`src/rtl/serial_adder_ctrl.sv`:
```
// Bit-serial add/subtract unit: one full-adder cell walks a WIDTH-bit operand
// pair LSB first, one bit per clock, with a registered carry between bits.
module serial_adder_ctrl #(
  parameter int WIDTH = 8
) (
  input  logic             clk,
  input  logic             rst_n,
  input  logic             start,
  input  logic             sub,
  input  logic [WIDTH-1:0] a,
  input  logic [WIDTH-1:0] b,
  output logic             busy,
  output logic             done,
  output logic [WIDTH-1:0] sum,
  output logic             cout,
  output logic             overflow
);

  localparam int CW = (WIDTH > 1) ? $clog2(WIDTH) : 1;

  typedef enum logic [1:0] {
    IDLE,
    RUN,
    DONE
  } state_t;

  state_t           state;
  state_t           state_nx;
  logic [WIDTH-1:0] opa;
  logic [WIDTH-1:0] opb;
  logic             carry;
  logic [CW-1:0]    cnt;
  logic             fa_s;
  logic             fa_c;
  logic             last;

  assign fa_s = opa[0] ^ opb[0] ^ carry;
  assign fa_c = (opa[0] & opb[0]) | (opa[0] & carry) | (opb[0] & carry);
  assign last = (cnt == CW'(WIDTH - 1));

  always_ff @(posedge clk or negedge rst_n) begin
    if (!rst_n) state <= IDLE;
    else        state <= state_nx;
  end

  always_comb begin
    state_nx = state;
    busy     = 1'b0;
    done     = 1'b0;
    case (state)
      IDLE: if (start) state_nx = RUN;
      RUN: begin
        busy = 1'b1;
        if (last) state_nx = DONE;
      end
      DONE: begin
        done     = 1'b1;
        state_nx = IDLE;
      end
      default: state_nx = IDLE;
    endcase
  end

  // Subtraction is a + ~b + 1: the +1 enters as the initial carry.
  always_ff @(posedge clk or negedge rst_n) begin
    if (!rst_n) begin
      opa      <= '0;
      opb      <= '0;
      carry    <= 1'b0;
      cnt      <= '0;
      sum      <= '0;
      cout     <= 1'b0;
      overflow <= 1'b0;
    end else begin
      case (state)
        IDLE: begin
          if (start) begin
            opa   <= a;
            opb   <= sub ? ~b : b;
            carry <= sub;
            cnt   <= '0;
          end
        end
        RUN: begin
          opa   <= opa >> 1;
          opb   <= opb >> 1;
          sum   <= {fa_s, sum[WIDTH-1:1]};
          carry <= fa_c;
          if (last) begin
            cout     <= fa_c;
            overflow <= fa_c ^ carry;
          end else begin
            cnt <= cnt + 1'b1;
          end
        end
        default: ;
      endcase
    end
  end

endmodule
```
`config.mk`:
```
export PLATFORM = sky130hd
export DESIGN_NAME = serial_adder_ctrl
export DESIGN_NICKNAME = d
export VERILOG_FILES = /design/src/rtl/serial_adder_ctrl.sv
export SDC_FILE = /design/constraint.sdc
export NUM_CORES = 1
export LEC_CHECK = 0
export ABC_AREA = 1
export ABC_CLOCK_PERIOD_IN_PS = 1400
export CAP_MARGIN = 30
export CORE_MARGIN = 5
export CORE_UTILIZATION = 65
export CTS_BUF_LIST = sky130_fd_sc_hd__clkbuf_4
export DETAILED_ROUTE_END_ITERATION = 10
export DONT_BUFFER_PORTS = 1
export PLACE_DENSITY = 0.9
export RECOVER_POWER = 100
export SKIP_LAST_GASP = 1
export SLEW_MARGIN = 15
export SYNTH_ARGS = -nofsm -noshare
export SYNTH_HDL_FRONTEND = slang
export SYNTH_SLANG_ARGS = --single-unit
```
`constraint.sdc`:
```
create_clock -name clk -period 1.4 [get_ports clk]
set_input_delay 0.14 -clock clk [delete_from_list [all_inputs] [get_ports clk]]
set_output_delay 0.14 -clock clk [all_outputs]
set_load 0.01 [all_outputs]
```
# ---- Word-level counts from Yosys, hierarchy flattened
# Cells that the tools add are included.
dict set report totals {
  ff_bits 32
  latch_bits 0
  mem_bits_rw 0
  rom_bits 0
  inputBits 20
  output_inout_bits 12
  word_cells 45
  n_memories 0
}
dict set report op_classes {
  add_sub_neg 1
  mul 0
  div 0
  magnitude_cmp 0
  n_eq_ne 6
  n_shift 0
  mux 15
  bitwise 9
  n_reduce_logical 6
}
# operator count
set ops {}
lappend ops {{8-bit one-hot mux with 2 select lines} 2}
lappend ops {{8-bit 2-to-1 mux} 3}
lappend ops {{8-bit inverter} 1}
lappend ops {{3-bit 2-to-1 mux} 2}
lappend ops {{2-bit != test, second input constant} 3}
lappend ops {{3-bit one-hot mux with 2 select lines} 1}
lappend ops {{2-bit AND reduction} 3}
lappend ops {{2-bit 2-to-1 mux} 2}
lappend ops {{2-bit one-hot mux with 2 select lines} 1}
lappend ops {{3-bit by 1-bit adder with 3-bit output, second input constant} 1}
lappend ops {{1-bit bitwise AND} 3}
lappend ops {{3-bit == test, second input constant} 1}
lappend ops {{1-bit 2-to-1 mux} 3}
lappend ops {{3-bit AND reduction} 1}
lappend ops {{1-bit bitwise XOR} 3}
lappend ops {{2-bit by 1-bit == test with 1-bit output, second input constant} 1}
lappend ops {{2-bit == test, second input constant} 1}
lappend ops {{2-bit zero test} 1}
lappend ops {{1-bit bitwise OR} 2}
lappend ops {{1-bit one-hot mux with 2 select lines} 1}
lappend ops {{2-bit nonzero test} 1}

# ---- Longest topological paths before layout
# Gate-level depths: netlist of the first run.
dict set report depth {
  ltp_word 4
  ltp_mapped 7
}

# ---- Worst setup path after synthesis of the first run
# No wires, ideal clock.
dict set report synth_path {
  kind {register -> register}
  from {register opa[0]}
  to {register overflow}
  setup_ps 127
  t_arrival_ps 1060
  required_ps 1273
  setup_slack_ps 212
  path_stages_with_launch 4
  n_path_buf 0
  synth_period_minus_slack_ps 1188
  cell_sequence {dfrtp_1 -> fa_1 -> xnor2_1 -> o21ai_0}
}
dict set report synth_via {
  elab_chain_cells 4
  word_cells_on_any_way 5
  classes_between {bitwise (5)}
}
# item line
set synth_lines {}
lappend synth_lines {{start, declared} 29} ;# logic [WIDTH-1:0] opa;
lappend synth_lines {{start signal, assigned} 85} ;# opa <= opa >> 1;
lappend synth_lines {{1-bit bitwise AND} 38} ;# assign fa_c = (opa[0] & opb[0]) | (opa[0] & carry) | (opb[0] & carry);
lappend synth_lines {{1-bit bitwise OR * (2 in a row)} 38}
lappend synth_lines {{named net fa_c} 34} ;# logic fa_c;
lappend synth_lines {{1-bit bitwise XOR *} 91} ;# overflow <= fa_c ^ carry;
lappend synth_lines {{end signal, assigned} 91}
lappend synth_lines {{end, declared} 16} ;# output logic overflow
# Mark *: on every way through the listed nets, which the timed path passes. The rest lies on a longest branch.
# A chain may end at the register's enable or synchronous reset.

# ---- Worst setup path after layout of the first run
dict set report layout_path {
  from {register state[0]}
  to {output done}
}
dict set report layout_via {
  elab_chain_cells 2
}
# item line
set layout_lines {}
lappend layout_lines {{start, declared} 27} ;# state_t state;
lappend layout_lines {{start signal, assigned} 43} ;# else state <= state_nx;
lappend layout_lines {{2-bit == test} 50} ;# case (state)
lappend layout_lines {{1-bit 2-to-1 mux} 50}
lappend layout_lines {{end, declared} 13} ;# output logic done,
# Every way passes these cells.

==> results.txt, run 1 <==
Sequential Area - 801 sq um
register bit count reported by yosys - 32
total track usage - 19.2%
leakage - 0.960 nW
initial core utilization - 67.7%
CTS tree - built
Die W - 60.8 um
Synth Cell Area - 1680 sq um
Hold WC Path Type - in -> reg
post-layout net count - 244
post-synth top area share - 47.8%
insertion delay to the later sink of the worst-skew pair - 0.33 ns
ratio of cells with drive above 1 in the final layout - 9.01%
status - complete, no violations
CTS max path bufs - 2
H-Tree Level Count - 2
CP Capture Type - output pin
CP arrival - 1.15 ns
Cell Rows - 18
grt ovf - 0
Place WS - 0.115 ns
drt wl/cell - 12.3 um
Final Hold Viols - 0
Multi-input gate area - 744 sq um
Slew @ Worst Pin - 0.769 ns
kind of critical path - reg -> out
routed vias - 1304
core box area - 2480 sq um
min Tclk post-route - 1.29 ns
Power Density - 2230 nW/um^2
Synth area leaders - dfrtp_1 (48%), nand2_1 (23%), nand3_1 (4.8%)
asr flop ratio synth - 100%
nature of the critical path startpoint - register
Post-route DRC - 0
RSZ-0062 raised after global routing - true
TritonRoute pass-1 iters - 5
top-count cell post-synth - nand2_1
Die H - 60.8 um
Filler cells - 214
Sum Neg Setup Slack - 0 ns
post-synthesis net count - 235
peak supply drop - 0.00154 V
placed cell areas - 1670 sq um
Pins Over Slew Limit - 0
Max-slew headroom - 48.7%
max-cap viol count - 0
fmax - 777 MHz
synthesis-to-layout area growth - 6.72%
Seq/Total Area, Yosys - 47.8%
synth warn - 0
GPL Wtd Cong - 0.766
vias in the first global route - 1162
io pins - 32
Final Cell Area - 1790 sq um
area leader, netlist - dfrtp_1
ANT nets after route - 0
clk slew on worst S/H paths - 0.10 ns
drt initial violations - 77
HPWL Detailed - 2.11 mm
initial antenna violation count - 0
required time worst endpoint - 1.26 ns
setup ws final - 0.113 ns
first-pass GRT wire length - 5.10 mm
Clock Skew - 0.0106 ns
vias per std cell - 5.17
Die ar. - 3690 sq um
Distinct cells, synth - 20
pin count of the biggest net entering global routing - 33
ant diodes - 0
TritonCTS buffer count - 5
Post-synth EDFFs - 0
crit path max fanout - 10
top cells by count, synth - nand2_1 (101), dfrtp_1 (32), inv_1 (16), nand3_1 (16), nor2_1 (16)
Worst Hold Slack - 0.00860 ns
IO buf count - 0
Main synth FF type - dfrtp_1
root buffer cell - clkbuf_4
CTS sink cnt - 32
synthesized instance count - 212
Final Cycle Share - 91.9%
Post-Route WL - 3.11 mm
endpoints failing setup - 0
Avg Cell Area, Syn - 7.91 sq um
## kinds of logic (layout without fill, tap and decap cells)
logic type / Yosys count / in the layout / share of synthesized area [%]
and+or+nand+nor: 139 / 139 / 36.8
DFF: 32 / 32 / 47.8
buffers and inverters: 25 / 35 / 7.98
AOI/OAI and AO/OA: 12 / 12 / 4.25
adders and majority gates: 3 / 3 / 2.69
xor gates and xnor gates: 1 / 1 / 0.522
## cell usage in the layout (no fill, tap or decap), drive strengths merged
cell,instances
buf,2
clkbuf,8
clkinv,1
dfrtp,32
dlygate4sd3,6
fa,1
ha,2
inv,18
nand2,106
nand3,16
nor2,17
o21ai,12
xnor2,1
## layout make-up
class,count,area share [%]
multi-input cells,155,41.6
well taps,30,2.10
repair buffers,9,4.48
flip-flops and latches,32,44.8
clock buffers,7,2.94
clock inverters,1,0.210
inverters,18,3.92
## per-stage QoR
step	utilization, %	cells	power (W)
floorplan	-	212	0.00323
CTS	72.7	252	0.00405
detailed placement	67.2	237	0.00348
global route	72.2	252	0.00443
global placement	67.2	237	0.00338
finish	72.2	252	0.00399
## sequential cells by signal, indices dropped and copies added, names as in the netlist
name      cells
opb           8
sum           8
opa           8
carry         1
overflow      1
cnt           3
state         2
cout          1
## critical path, stage by stage, from the launching register on
cell and delay, ns:
dfrtp_1 0.44, buf_4 0.21, nor2_2 0.17
## final timing paths
check                                          start                    to  slack (ns)  cells past startpoint
worst max register to register    opa[0]$_DFFE_PN0P_  overflow$_DFFE_PN0P_        0.13                      3
worst min register to register    opa[1]$_DFFE_PN0P_    opa[1]$_DFFE_PN0P_        0.48                      2
worst max-delay path            state[0]$_DFFE_PN0P_                  done        0.11                      2
max in group asynchronous                      rst_n    opa[4]$_DFFE_PN0P_        0.49                      2
min in group asynchronous                      rst_n    opb[4]$_DFFE_PN0P_        0.42                      2
worst min-delay path                            a[6]    opa[6]$_DFFE_PN0P_       0.009                      4
## layer usage
metal / track usage, % / up-vias / routed length (um)
met2: 29.6 / 37 / 1450
met5: 0 / - / 0
met4: 8.36 / 0 / 56
li1: - / 667 / -
met1: 24.5 / 594 / 1340
met3: 6.81 / 6 / 263
## report_power, final
| group | internal (W) | switching, W | leakage (nW) |
|---|---|---|---|
| Clock | 0.000232 | 0.000295 | 0.0338 |
| Combinational | 0.000647 | 0.00113 | 0.524 |
| Sequential | 0.00135 | 0.000343 | 0.402 |
## repair_timing
item	CTS	global route
endpoints found under the hold margin	38	0
endpoints found under the setup margin	0	6
hold buffers	7	0
resized for setup	0	1
buffers inserted	0	0
(Power assumes the default switching activity.)
==> inputs of run 2 (changes only) <==
--- a/config.mk
+++ b/config.mk
@@ -6,14 +6,14 @@
 export NUM_CORES = 1
 export LEC_CHECK = 0
 export ABC_AREA = 1
-export ABC_CLOCK_PERIOD_IN_PS = 1400
+export ABC_CLOCK_PERIOD_IN_PS = 1120
 export CAP_MARGIN = 30
 export CORE_MARGIN = 5
-export CORE_UTILIZATION = 65
+export CORE_UTILIZATION = 59
 export CTS_BUF_LIST = sky130_fd_sc_hd__clkbuf_4
 export DETAILED_ROUTE_END_ITERATION = 10
 export DONT_BUFFER_PORTS = 1
-export PLACE_DENSITY = 0.9
+export PLACE_DENSITY = 0.87
 export RECOVER_POWER = 100
 export SKIP_LAST_GASP = 1
 export SLEW_MARGIN = 15
==> constraint.sdc (replaced) <==
create_clock -name clk -period 1.12 [get_ports clk]
set_input_delay 0.112 -clock clk [delete_from_list [all_inputs] [get_ports clk]]
set_output_delay 0.112 -clock clk [all_outputs]
set_load 0.01 [all_outputs]
==> run 2 against run 1 <==
  * The flow now finishes with violations (setup timing)
  * Clock power increased by 26%
  * Via count increased by 36%
  * Flip-flop and latch count unchanged
  * Worst hold slack improved by 0.012 ns
  * Cell count increased by 17%
  * Design area increased by 31%
  * Wire length increased by 87%
==> results.txt, run 2 (synthesis results as in run 1) <==
Filler cells - 127 (-41%)
Worst R2R End - opb[4]$_DFFE_PN0P_
CP Capture Type - register
RSZ-0062 raised after global routing - true
Pins Over Slew Limit - 0 (unchanged)
fin util - 85.9% (+14 points)
grt ovf - 0 (unchanged)
TritonRoute pass-1 iters - 5 (unchanged)
fmax - 709 MHz
drt initial violations - 224 (+190%)
ANT nets after route - 0 (unchanged)
initial core utilization - 61.3% (-6.3 points)
nature of the critical path startpoint - register
top flop regs - opa (8), opb (8), sum (8)
setup ws final - -0.291 ns (-0.404 ns)
core box area - 2730 sq um (+10%)
io pins - 32 (unchanged)
Slew @ Worst Pin - 0.799 ns (+0.0299 ns)
Multi-input gate area - 862 sq um (+16%)
R2R Setup Slk - -0.29 ns (-0.42 ns)
H-Tree Level Count - 2 (unchanged)
endpoints failing setup - 34 (+34)
HPWL Detailed - 2.26 mm (+7.3%)
kind of critical path - reg -> reg
ratio of cells with drive above 1 in the final layout - 25.5% (+16 points)
min Tclk post-route - 1.41 ns
failing checks - setup timing
drt wl/cell - 19.8 um (+60%)
max-cap viol count - 0 (unchanged)
clk slew on worst S/H paths - 0.11 ns (about the same)
Post-Route WL - 5.81 mm (+87%)
Die H - 63.3 um (+4.1%)
Post-route DRC - 0 (unchanged)
initial antenna violation count - 0 (unchanged)
CTS max path bufs - 2 (unchanged)
most frequent cells in the layout - nand2_1 (95), dfrtp_1 (31), dlygate4sd3_1 (17)
Final Cycle Share - 126%
Final Hold Viols - 0 (unchanged)
Clock Skew - 0.0186 ns (+0.00798 ns)
TritonCTS buffer count - 5 (unchanged)
leakage - 1.20 nW (+25%)
IO buf count - 0 (unchanged)
worst setup path end - opb[4]$_DFFE_PN0P_
insertion delay to the later sink of the worst-skew pair - 0.37 ns (+0.04 ns)
Critical Path Start - state[0]$_DFFE_PN0P_
Hold WC Path Type - in -> reg
total track usage - 24.4% (+5.1 points)
required time worst endpoint - 1.39 ns (+0.13 ns)
Sum Neg Setup Slack - -5.57 ns (-5.57 ns)
Place WS - -0.0796 ns (-0.195 ns)
CTS tree - built
peak supply drop - 0.00233 V (+52%)
GPL Wtd Cong - 0.767 (about the same)
Power Density - 3030 nW/um^2 (+36%)
ant diodes - 0 (unchanged)
Max-slew headroom - 46.7% (-2.0 points)
synthesis-to-layout area growth - 40.0%
Sequential Area - 802 sq um (+0.16%)
r2r startpoint - state[0]$_DFFE_PN0P_
routed vias - 1774 (+36%)
R2R cell count - 7 (+4)
Cell Rows - 19 (+1)
status - finished with violations
crit path max fanout - 4 (-6)
pin count of the biggest net entering global routing - 33 (unchanged)
first-pass GRT wire length - 7.51 mm (+47%)
most common cell after layout, fill and taps aside - nand2_1
CP arrival - 1.68 ns (+0.53 ns)
Die ar. - 4010 sq um (+8.5%)
post-layout net count - 286 (+17%)
vias per std cell - 6.03 (+17%)
CTS sink cnt - 32 (unchanged)
vias in the first global route - 1624 (+40%)
root buffer cell - clkbuf_4
Die W - 63.3 um (+4.1%)
run 2: changes by cell type in the layout (fill, tap and decap cells not counted), sizes merged:
cell         change
dlygate4sd3     +11
clkinv           +1
nand2            +3
buf             +26
run 2: per-stage QoR:
step | power [W] | instances | cell area (sq um) | hold WS [ns]
2_1_floorplan | 0.00404 | 212 | 1680 | -0.184
4_1_cts | 0.00602 | 285 | 2180 | 0.00250
6_report | 0.00712 | 294 | 2350 | 0.0210
5_1_grt | 0.00757 | 294 | 2350 | 0.0226
3_3_place_gp | 0.00464 | 247 | 1780 | -0.183
3_5_place_dp | 0.00477 | 247 | 1780 | -0.183
run 2: worst min-delay path by stage:
stage               startpoint              endpoint  slack (ns)  cells past startpoint
finish                   start  state[0]$_DFFE_PN0P_        0.02                      4
global route             start  state[0]$_DFFE_PN0P_        0.02                      4
CTS                       b[1]    opb[1]$_DFFE_PN0P_       0.003                      4
detailed placement       rst_n    opb[6]$_DFFE_PN0P_       -0.18                      0
global placement         rst_n    opb[6]$_DFFE_PN0P_       -0.18                      0
floorplan                rst_n     carry$_DFFE_PN0P_       -0.18                      0
run 2: timing repair:
item	CTS	global route
hold buffers	18	0
resized for setup	18	26
setup buffers	11	8
endpoints found under the setup margin	16	29
hold endpoints to repair	48	0
pin swaps	6	13
cloned	2	3
run 2: cell type report:
cell class                 instances  area share [%]
clock buffer                       5            1.60
clock inverter                     2           0.320
inverter                          18            3.30
multi-input combinational        158            36.7
sequential                        32            34.2
tap                               31            1.65
timing repair buffer              48            22.2
run 2: per-layer routing:
metal | GRT usage (%) | share of wire, %
met3 | 7.28 | 12
met2 | 41.7 | 49
met4 | 11.7 | 4.6
met1 | 27.5 | 34
met5 | 0 | 0
run 2: where the power goes:
| part | leakage (nW) | switching [W] | internal [W] |
|---|---|---|---|
| combinational | 0.776 | 0.00237 | 0.00191 |
| clock | 0.0261 | 0.000443 | 0.000219 |
| sequential | 0.400 | 0.000483 | 0.00169 |
run 2: critical path, cell delays in order, from the launching register on:
cell	delay, ns
dfrtp_1	0.43
buf_6	0.15
buf_6	0.11
o21ai_4	0.25
clkbuf_16	0.21
nor2_1	0.04
nand2_1	0.07
nand2_1	0.07
==> inputs of run 3 (changes only) <==
--- a/config.mk
+++ b/config.mk
@@ -13,7 +13,7 @@
 export CTS_BUF_LIST = sky130_fd_sc_hd__clkbuf_4
 export DETAILED_ROUTE_END_ITERATION = 10
 export DONT_BUFFER_PORTS = 1
-export PLACE_DENSITY = 0.87
+export PLACE_DENSITY = 0.81
 export RECOVER_POWER = 100
 export SKIP_LAST_GASP = 1
 export SLEW_MARGIN = 15
==> run 3 against run 2 <==
  * The run still ends with setup timing left
  * Die area did not move
  * Via count fell by 19%
  * Critical endpoint is now busy
  * Combinational power fell by 28%
  * Setup slack improved by 0.10 ns
  * Highest routed layer unchanged
  * Non-clock buffer count fell by 18
  * Clock-buffer cell count did not move
  * Worst hold slack got worse by 0.0098 ns
  * Cell count fell by 6.5%
  * Critical path type is now reg -> out
==> results.txt, run 3 (synthesis results as in run 1) <==
status - finished with violations
failing checks - setup timing
top flop regs - opa (8), opb (8), sum (8)
kind of critical path - reg -> out
Final Cycle Share - 117% (-9.4 points)
Pins Over Slew Limit - 0 (unchanged)
Slew @ Worst Pin - 0.782 ns (-0.0165 ns)
drt initial violations - 86 (-62%)
CP delay by family, top - flip-flops
leakage - 1.09 nW (-9.1%)
clock network power share - 14.4% (+5.1 points)
P_sw - 0.00253 W (-23%)
peak supply drop - 0.00210 V (-9.8%)
IO buf count - 0 (unchanged)
fmax - 766 MHz (+8.0%)
ANT nets after route - 0 (unchanged)
combinational fraction of design power - 50.6% (-9.6 points)
ant diodes - 0 (unchanged)
endpoints failing setup - 25 (-26%)
min Tclk post-route - 1.31 ns (-0.105 ns)
required time worst endpoint - 1.01 ns (-0.38 ns)
Internal Power - 0.00358 W (-6.2%)
H-Tree Level Count - 2 (unchanged)
Final Hold Viols - 0 (unchanged)
pin count of the biggest net entering global routing - 33 (unchanged)
CTS tree - built
vias in the first global route - 1402 (-14%)
GPL Wtd Cong - 0.799 (+4.3%)
vias per std cell - 5.22 (-14%)
ratio of cells with drive above 1 in the final layout - 17.6% (-7.9 points)
Die H - 63.3 um (unchanged)
Die W - 63.3 um (unchanged)
worst-path cell chain - buf_6 > nor2_8 > buf_12 > buf_12
Max-slew headroom - 47.8% (+1.1 points)
CP most frequent cell - buf_12
synthesis-to-layout area growth - 25.0%
insertion delay to the later sink of the worst-skew pair - 0.34 ns (-0.03 ns)
crit path max fanout - 2 (-2)
Seq pwr share - 35.0% (+4.5 points)
fin util - 76.7% (-9.2 points)
initial antenna violation count - 0 (unchanged)
Clock Skew - 0.0139 ns (-0.00473 ns)
root buffer cell - clkbuf_4
setup ws final - -0.186 ns (+0.105 ns)
grt ovf - 0 (unchanged)
CP arrival - 1.19 ns (-0.49 ns)
RSZ-0062 raised after global routing - true
CTS max path bufs - 2 (unchanged)
CP max-delay cell - dfrtp_2
clk slew on worst S/H paths - 0.11 ns (about the same)
most common cell after layout, fill and taps aside - nand2_1
Place WS - -0.0878 ns (-0.00813 ns)
TritonRoute pass-1 iters - 4 (-1)
Filler cells - 185 (+46%)
Worst Hold Slack - 0.0112 ns (-0.00977 ns)
Die ar. - 4010 sq um (unchanged)
Critical Path Max Stage Delay - 0.45 ns (+0.02 ns)
core box area - 2730 sq um (unchanged)
initial core utilization - 61.3% (unchanged)
total track usage - 19.2% (-5.2 points)
Cell Rows - 19 (unchanged)
TritonCTS buffer count - 5 (unchanged)
Sequential Area - 803 sq um (+0.16%)
first-pass GRT wire length - 6.17 mm (-18%)
Post-Route WL - 3.64 mm (-37%)
post-layout net count - 266 (-7.0%)
routed vias - 1435 (-19%)
drt wl/cell - 13.2 um (-33%)
HPWL Detailed - 2.31 mm (+2.2%)
Multi-input gate area - 778 sq um (-9.7%)
Post-route DRC - 0 (unchanged)
Power Density - 2920 nW/um^2 (-3.8%)
Total Power - 0.00611 W (-14%)
switching power share of the total - 41.4% (-4.9 points)
Hold WC Path Type - in -> reg
io pins - 32 (unchanged)
most frequent cells in the layout - nand2_1 (101), dfrtp_1 (30), nand3_1 (16)
max-cap viol count - 0 (unchanged)
nature of the critical path startpoint - register
Buf+Inv Stages, Crit Path - 3 (unchanged)
CTS sink cnt - 32 (unchanged)
CP Capture Type - output pin
-- run 3: cell types whose count changed in the layout (fill, tap and decap cells not counted), moves of 3 or more --
cell           before  now
nand2_1            95  101
nand2_2             6    0
buf_4              14   10
buf_6               9    2
nor2_4              3    0
dlygate4sd3_1      17   12
-- run 3: worst paths after layout --
kind,startpoint,end,slack [ns],depth (start not counted)
worst max-delay path,state[1]$_DFFE_PN0P_,busy,-0.19,4
worst min-delay path,sub,opb[5]$_DFFE_PN0P_,0.01,4
worst max register to register,state[0]$_DFFE_PN0P_,opb[3]$_DFFE_PN0P_,-0.13,6
worst min register to register,opa[2]$_DFFE_PN0P_,opa[2]$_DFFE_PN0P_,0.50,2
max in group asynchronous,rst_n,state[0]$_DFFE_PN0P_,0.20,2
min in group asynchronous,rst_n,opb[5]$_DFFE_PN0P_,0.38,2
-- run 3: area by class of cell --
type / instances / share of cell area [%]
flip-flops and latches: 32 / 38.3
multi-input cells: 156 / 37.1
repair buffers: 30 / 15.4
inverters: 18 / 3.46
clock inverters: 3 / 2.03
well taps: 31 / 1.85
clock buffers: 5 / 1.79
-- run 3: through the flow --
stage          cell area [sq um]  setup TNS, ns  instances
2_1_floorplan               1680              0        212
3_3_place_gp                1800         -0.434        247
3_5_place_dp                1800          -1.08        247
4_1_cts                     2090          -1.82        272
5_1_grt                     2100          -3.35        275
6_report                    2100          -1.71        275
-- run 3: worst reg2reg max path: stages, from the launching register on --
cell and delay, ns:
dfrtp_2 0.46, buf_4 0.19, o21ai_4 0.17, buf_12 0.16, nor2_1 0.05, nand2_1 0.06, nand2_1 0.05
-- run 3: per-layer routing --
layer	part of all wire [%]	GRT usage, %	vias to the layer above
met2	52	32.1	47
met1	40	22.5	668
li1	-	-	711
met3	6.3	5.51	9
met5	0	0	-
met4	1.9	9.09	0
-- run 3: repair_timing --
action	CTS	global route
buffers inserted	4	2
endpoints found under the hold margin	42	1
gates cloned	1	0
hold buffers	12	1
pin swaps	5	1
endpoints found under the setup margin	25	29
resized for setup	11	2
-- run 3: power groups by stage --
stage / Combinational [W] / Sequential [W] / Clock, W
floorplan: 0.00197 / 0.00207 / 0
global placement: 0.00254 / 0.00215 / 0
detailed placement: 0.00265 / 0.00218 / 0
CTS: 0.00304 / 0.00214 / 0.000898
global route: 0.00349 / 0.00220 / 0.000957
finish: 0.00309 / 0.00214 / 0.000882
